$ cat config.mk
export PLATFORM = sky130hd
export DESIGN_NAME = axi_burst_writer
export DESIGN_NICKNAME = d
export VERILOG_FILES = /design/src/rtl/axi_burst_pkg.sv /design/src/rtl/burst_len_calc.sv /design/src/rtl/axi_burst_writer.sv
export SDC_FILE = /design/constraint.sdc
export NUM_CORES = 1
export LEC_CHECK = 0
export ABC_CLOCK_PERIOD_IN_PS = 7500
export CORE_MARGIN = 4
export CORE_UTILIZATION = 40
export CTS_CLUSTER_DIAMETER = 50
export CTS_CLUSTER_SIZE = 40
export DETAILED_ROUTE_END_ITERATION = 6
export PLACE_DENSITY = 0.72
export SYNTH_ARGS = -nofsm -noshare
export SYNTH_HDL_FRONTEND = slang
export SYNTH_SLANG_ARGS = --single-unit
$ cat constraint.sdc
create_clock -name clk -period 7.5 [get_ports clk]
set_input_delay 0.75 -clock clk [delete_from_list [all_inputs] [get_ports clk]]
set_output_delay 0.75 -clock clk [all_outputs]
set_load 0.005 [all_outputs]
$ cat src/rtl/axi_burst_pkg.sv
// ----------------------------------------------------------------------------
// axi_burst_pkg
// Shared constants and types for the AXI4 burst write path.
//   - AXI encodings used by the writer (INCR burst, 4-byte beat size).
//   - Write response codes.
//   - Writer FSM state type.
//   - 4 KB boundary size that an AXI burst must never cross.
// ----------------------------------------------------------------------------
package axi_burst_pkg;

    localparam logic [1:0] AXI_BURST_INCR = 2'b01;
    localparam logic [2:0] AXI_SIZE_4B    = 3'b010;

    localparam logic [1:0] RESP_OKAY   = 2'b00;
    localparam logic [1:0] RESP_EXOKAY = 2'b01;
    localparam logic [1:0] RESP_SLVERR = 2'b10;
    localparam logic [1:0] RESP_DECERR = 2'b11;

    localparam int BOUNDARY_4K = 4096;
    localparam int BEAT_BYTES  = 4;

    typedef enum logic [1:0] {
        ST_IDLE = 2'd0,
        ST_AW   = 2'd1,
        ST_W    = 2'd2,
        ST_B    = 2'd3
    } wr_state_e;

endpackage

$ cat src/rtl/burst_len_calc.sv
// ----------------------------------------------------------------------------
// burst_len_calc
// Combinational burst length: min(remaining words, MAX_BURST, words left
// before the next 4 KB boundary).
//
// Ports
//   rem_i       in  CNT_W  words still to be written
//   page_off_i  in  10     word offset of the burst start inside its 4 KB page
//   len_o       out 9      beats in the next burst (1..MAX_BURST when rem_i>0)
// ----------------------------------------------------------------------------
module burst_len_calc #(
    parameter int MAX_BURST = 16,
    parameter int CNT_W     = 16
) (
    input  logic [CNT_W-1:0] rem_i,
    input  logic [9:0]       page_off_i,
    output logic [8:0]       len_o
);
    import axi_burst_pkg::*;

    // Common compare width: must hold the 4 KB distance (up to 1024 words).
    localparam int CW         = (CNT_W > 11) ? CNT_W : 11;
    localparam int PAGE_WORDS = BOUNDARY_4K / BEAT_BYTES;

    logic [CW-1:0] rem_w;
    logic [CW-1:0] max_w;
    logic [CW-1:0] dist_w;
    logic [CW-1:0] min_w;

    always_comb begin
        rem_w  = CW'(rem_i);
        max_w  = CW'(MAX_BURST);
        dist_w = CW'(PAGE_WORDS) - CW'(page_off_i);
        min_w  = rem_w;
        if (max_w < min_w) begin
            min_w = max_w;
        end
        if (dist_w < min_w) begin
            min_w = dist_w;
        end
        // Result never exceeds MAX_BURST (<= 256), so 9 bits always suffice.
        len_o = 9'(min_w);
    end

endmodule

$ cat src/rtl/axi_burst_writer.sv
// ----------------------------------------------------------------------------
// axi_burst_writer
// Drains 32-bit words from a first-word-fall-through FIFO and writes them to
// memory as AXI4 INCR bursts of at most MAX_BURST beats, never crossing a
// 4 KB boundary. One burst is outstanding at a time (AW, then W, then B).
//
// Build option
//   AXI_ERR_ABORT_EN  defined:   a non-OKAY BRESP ends the transfer after the
//                                current burst (remaining FIFO data untouched).
//                     undefined: error is recorded and the transfer completes.
//
// Ports
//   clk, rst            clock; asynchronous active-low reset
//   start               command strobe, ignored unless idle
//   base_addr           start byte address (bits [1:0] ignored)
//   total_words         number of words to write (0 = immediate done)
//   busy/done/error     status: busy level, done pulse, sticky error
//   fifo_read           FIFO pop, equal to the W handshake
//   fifo_data/empty     FIFO head word and empty flag
//   m_aw*/m_w*/m_b*     AXI4 write address, data and response channels
// ----------------------------------------------------------------------------
// state | meaning
// IDLE  | waiting for start; done pulse is emitted from here
// AW    | write address valid, held until m_awready
// W     | streaming len beats from the FIFO, wlast on the final one
// B     | waiting for the write response, then next burst or finish
// ----------------------------------------------------------------------------
module axi_burst_writer #(
    parameter int ADDR_W    = 32,
    parameter int DATA_W    = 32,
    parameter int MAX_BURST = 16,
    parameter int CNT_W     = 16
) (
    input  logic              clk,
    input  logic              rst,
    input  logic              start,
    input  logic [ADDR_W-1:0] base_addr,
    input  logic [CNT_W-1:0]  total_words,
    output logic              busy,
    output logic              done,
    output logic              error,
    output logic              fifo_read,
    input  logic [DATA_W-1:0] fifo_data,
    input  logic              fifo_empty,
    output logic [ADDR_W-1:0] m_awaddr,
    output logic [7:0]        m_awlen,
    output logic [2:0]        m_awsize,
    output logic [1:0]        m_awburst,
    output logic              m_awvalid,
    input  logic              m_awready,
    output logic [DATA_W-1:0] m_wdata,
    output logic [3:0]        m_wstrb,
    output logic              m_wlast,
    output logic              m_wvalid,
    input  logic              m_wready,
    input  logic [1:0]        m_bresp,
    input  logic              m_bvalid,
    output logic              m_bready
);
    import axi_burst_pkg::*;

    wr_state_e         state_q, state_d;
    logic [ADDR_W-1:0] addr_q,  addr_d;
    logic [CNT_W-1:0]  rem_q,   rem_d;
    logic [7:0]        beat_q,  beat_d;
    logic              awvalid_q, awvalid_d;
    logic              busy_q,  busy_d;
    logic              done_q,  done_d;
    logic              error_q, error_d;

    logic [8:0]        len;
    logic [7:0]        len_m1;
    logic              bresp_bad;
    logic              last_burst;
    logic              w_hs;

    // addr and rem only change on the B handshake, so len is stable for the
    // whole AW/W/B sequence of a burst.
    burst_len_calc #(
        .MAX_BURST (MAX_BURST),
        .CNT_W     (CNT_W)
    ) u_len_calc (
        .rem_i      (rem_q),
        .page_off_i (addr_q[11:2]),
        .len_o      (len)
    );

    assign len_m1    = 8'(len - 9'd1);
    assign bresp_bad = (m_bresp != RESP_OKAY);

`ifdef AXI_ERR_ABORT_EN
    assign last_burst = (rem_q == CNT_W'(len)) || bresp_bad;
`else
    assign last_burst = (rem_q == CNT_W'(len));
`endif

    assign m_awaddr  = addr_q;
    assign m_awlen   = len_m1;
    assign m_awsize  = AXI_SIZE_4B;
    assign m_awburst = AXI_BURST_INCR;
    assign m_awvalid = awvalid_q;

    assign m_wvalid  = (state_q == ST_W) && !fifo_empty;
    assign m_wdata   = fifo_data;
    assign m_wstrb   = 4'hF;
    assign m_wlast   = (state_q == ST_W) && (beat_q == len_m1);
    assign w_hs      = m_wvalid && m_wready;
    assign fifo_read = w_hs;

    assign m_bready  = (state_q == ST_B);

    assign busy      = busy_q;
    assign done      = done_q;
    assign error     = error_q;

    always_ff @(posedge clk or negedge rst) begin
        if (!rst) begin
            state_q   <= ST_IDLE;
            addr_q    <= '0;
            rem_q     <= '0;
            beat_q    <= '0;
            awvalid_q <= 1'b0;
            busy_q    <= 1'b0;
            done_q    <= 1'b0;
            error_q   <= 1'b0;
        end else begin
            state_q   <= state_d;
            addr_q    <= addr_d;
            rem_q     <= rem_d;
            beat_q    <= beat_d;
            awvalid_q <= awvalid_d;
            busy_q    <= busy_d;
            done_q    <= done_d;
            error_q   <= error_d;
        end
    end

    always_comb begin
        state_d   = state_q;
        addr_d    = addr_q;
        rem_d     = rem_q;
        beat_d    = beat_q;
        awvalid_d = awvalid_q;
        busy_d    = busy_q;
        done_d    = 1'b0;
        error_d   = error_q;

        case (state_q)
            ST_IDLE: begin
                if (start) begin
                    error_d = 1'b0;
                    // Masking keeps every base_addr bit in use while forcing
                    // word alignment.
                    addr_d  = base_addr & ~ADDR_W'(3);
                    rem_d   = total_words;
                    if (total_words == '0) begin
                        done_d = 1'b1;
                    end else begin
                        state_d   = ST_AW;
                        busy_d    = 1'b1;
                        awvalid_d = 1'b1;
                    end
                end
            end

            ST_AW: begin
                if (awvalid_q && m_awready) begin
                    awvalid_d = 1'b0;
                    beat_d    = '0;
                    state_d   = ST_W;
                end
            end

            ST_W: begin
                if (w_hs) begin
                    beat_d = 8'(beat_q + 8'd1);
                    if (m_wlast) begin
                        state_d = ST_B;
                    end
                end
            end

            ST_B: begin
                if (m_bvalid) begin
                    if (bresp_bad) begin
                        error_d = 1'b1;
                    end
                    // Wraps modulo 2^ADDR_W by construction.
                    addr_d = addr_q + ADDR_W'({len, 2'b00});
                    rem_d  = rem_q - CNT_W'(len);
                    if (last_burst) begin
                        done_d  = 1'b1;
                        busy_d  = 1'b0;
                        state_d = ST_IDLE;
                    end else begin
                        awvalid_d = 1'b1;
                        state_d   = ST_AW;
                    end
                end
            end

            default: begin
                state_d = ST_IDLE;
            end
        endcase
    end

endmodule

==> flow_summary.ini <==
[global_route]
grt_pass1_vias = 5529
track_usage_pct = 20.8
antenna_found_initial = 0
grt_max_degree = 61
grt_pass1_wl_um = 27600
grt.overflow.total = 0

[worst_setup_path]
crit_buf_inv = 1
cp_data_arrival_time_ns = 7.09
cp-start-kind = flop
crit_path_top_delay_cell = a2bb2oi_1
cp_top_family = compound AO/OA/AOI/OAI gates
slowest_delay_ns = 0.70
path_max_fanout = 10
endpoint_kind = flop
crit_type = flop to flop
cp.required_ns = 7.78
path_cells = or4_1 > or4_1 > inv_1 > nand2_1 > ha_1 > o211ai_1 > a31oi_4 > a2bb2oi_1 > o21ai_1 > ha_1 > nand2_1 > o21ai_0 > nor2_1 > o21ai_0 > nand4_1 > o41a_1 > a21oi_4 > nand2_1 > or4_1 > nand3_1

[sta]
maxSlewViolCount = 0
hold_viol = 0
rsz0062_at_grt = no
fin_tns_setup_ns = 0
fin_crit_ns = 6.81
setup_viol = 0
max_freq_ghz = 0.147
tightest_slew_ns = 0.923
slew_headroom_pct = 38.0
finalCritPeriodShare_pct = 90.9
fin_worst_skew_ns = 0.00373

[clock_network]
numClockSinks = 60
cts.hold.buffers_added = 0
tritoncts = built
clk_root_buffer_cell = clkbuf_16
cts_resized = 0
cts_setup_buffers = 0
clock_latency_ns = 0.34
clkTransAtPathRegs_ns = 0.05
clock_path_buffers = 2
numCtsBuffers = 9
cts_max_level = 3

[route]
drtIter0Drc = 360
wl_per_cell_um = 17.9
via_per_inst = 5.93
drc = 0
num_vias = 5525
detail_route.first_pass.iterations = 5
totalWireLength_um = 16600
ant_nets = 0

[power_and_ir_drop]
power_leakage_nw = 2.76
p_per_area_nw_per_um2 = 572
vdd_drop_max_v = 0.000224

[worst_hold_path]
hold_class = flop to flop

[layout]
final_cells = 932
layout-drive-gt1-share_pct = 5.95
area_growth_pct = 21.4
ff_latch_area_um2 = 1500
fin_nets = 874
fillCellCount = 1299
fin_area_um2 = 6750
multi_input_area_um2 = 3550
diodes = 0

[logic_synthesis]
ys_ff_latch = 60
avgSynthCellArea_um2 = 8.07
synth-edff-count = 0
ys_async_sr_fraction_pct = 100
yosys_most_used_dff = dfrtp_1
ys_types = 78
synth_area_um2 = 5550
yosys_warnings = 0
ys_seq_area_share_pct = 27.0
synthesis.instances = 688

[die]
boundaryPins = 178
dieHeight_um = 126
core_um2 = 13400
die_x_um = 126
dieArea_um2 = 15800
start_util_pct = 41.4
num_rows = 42

[place]
port-buffer-count = 100
hpwlAfterDp_um = 12300
gp_congestion = 0.898
placed_area_um2 = 6450
dp.cells = 916

[flow_run]
maxCapViolCount = 0

[run_status]
status = finished, final reports clean
-- stage by stage --
step	total power, mW	utilization [%]	setup slack, ns	hold WS (ns)
2_1_floorplan	2.54	-	1.95	0.454
3_3_place_gp	3.29	48.1	1.22	0.490
3_5_place_dp	3.39	48.1	0.934	0.495
4_1_cts	3.83	50.3	0.820	0.505
5_1_grt	4.18	50.3	0.362	0.515
6_report	3.86	50.3	0.686	0.512
-- where the power goes --
group	switching (mW)	internal, mW	leakage (nW)
Clock	0.155	0.266	0.147
Sequential	0.218	0.479	0.728
Combinational	1.57	1.18	1.89
Total	1.94	1.92	2.76
-- final timing paths --
kind	from	end	slack, ns	depth (start not counted)
setup reg to reg	rem_q[5]	m_awaddr[31]	0.69	20
setup / recovery	rem_q[5]	m_awaddr[31]	0.69	20
max in group asynchronous	rst	beat_q[5]	6.37	2
hold / removal	error	error	0.51	2
min in group asynchronous	rst	m_awaddr[5]	0.57	2
hold reg to reg	error	error	0.51	2
-- sequential cells by signal, summed over array words and instances (netlist names) --
register,cells
done,1
rem_q,16
m_awvalid,1
state_q,2
beat_q,8
error,1
busy,1
m_awaddr,30
-- per-layer routing --
metal | track usage, % | part of all wire (%) | vias to the layer above
met3 | 5.59 | 6.7 | 32
met1 | 26.7 | 44 | 2657
met5 | 0 | 0 | -
li1 | - | - | 2623
met4 | 7.07 | 1.9 | 0
met2 | 34.0 | 48 | 213
-- worst register-to-register path, stage by stage, from the launching register on --
cell,delay (ns)
dfrtp_1,0.39
or4_1,0.63
or4_1,0.65
inv_1,0.21
nand2_1,0.12
ha_1,0.29
o211ai_1,0.16
a31oi_4,0.31
a2bb2oi_1,0.71
o21ai_1,0.42
ha_1,0.49
nand2_1,0.06
o21ai_0,0.35
nor2_1,0.12
o21ai_0,0.23
nand4_1,0.16
o41a_1,0.45
a21oi_4,0.32
nand2_1,0.11
or4_1,0.49
nand3_1,0.08
-- cell families after synthesis --
group / count (synthesis) / share of synthesized area, %
and+or+nand+nor: 245 / 22.1
AOI/OAI and AO/OA: 201 / 25.8
buffers and inverters: 106 / 10.2
DFF: 60 / 27.0
adders and majority gates: 34 / 7.93
xor gates and xnor gates: 31 / 5.16
muxes: 9 / 1.64
other: 2 / 0.135
-- area by class of cell --
cell class / instances / share of cell area, %
Clock inverter: 4 / 0.723
Tap cell: 176 / 3.26
Inverter: 37 / 2.06
Sequential cell: 60 / 22.3
Clock buffer: 12 / 3.65
Multi-Input combinational cell: 537 / 52.6
Timing Repair Buffer: 106 / 15.4
-- cell usage after synthesis (5+ instances only) --
library cell | count | area share, %
a21oi_1 | 32 | 2.9
or2_2 | 6 | 0.68
mux2i_1 | 8 | 1.4
a32oi_1 | 5 | 0.79
nand2_1 | 77 | 5.2
a211oi_1 | 10 | 1.4
buf_4 | 43 | 5.8
o211ai_1 | 16 | 2.2
and3_1 | 18 | 2.0
inv_1 | 36 | 2.4
nand3_1 | 31 | 2.8
nand4_1 | 10 | 1.1
a22oi_1 | 5 | 0.68
or4_1 | 9 | 1.2
nor4_1 | 8 | 0.90
nor2_1 | 37 | 2.5
a31oi_1 | 6 | 0.68
a21o_1 | 9 | 1.2
or3_1 | 6 | 0.68
nor3b_1 | 5 | 0.68
and2_1 | 9 | 1.0
ha_1 | 32 | 7.2
dfrtp_1 | 60 | 27
clkbuf_1 | 19 | 1.3
o22ai_1 | 7 | 0.79
nor3_1 | 17 | 1.5
xor2_1 | 5 | 0.79
o21ai_0 | 50 | 4.5
xnor2_1 | 24 | 3.8
a2bb2oi_1 | 5 | 0.79
-- placed cells by master, fill, tap and decap left out, types with 18 or more instances in the layout --
cell | Yosys | routed
nor2_1 | 37 | 37
inv_1 | 36 | 36
a21oi_1 | 32 | 31
clkdlybuf4s50_1 | 0 | 99
nand3_1 | 31 | 31
nand2_1 | 77 | 77
ha_1 | 32 | 32
xnor2_1 | 24 | 24
o21ai_0 | 50 | 50
dfrtp_1 | 60 | 60
and3_1 | 18 | 18
Note: power is estimated with default switching activity, not from simulation.
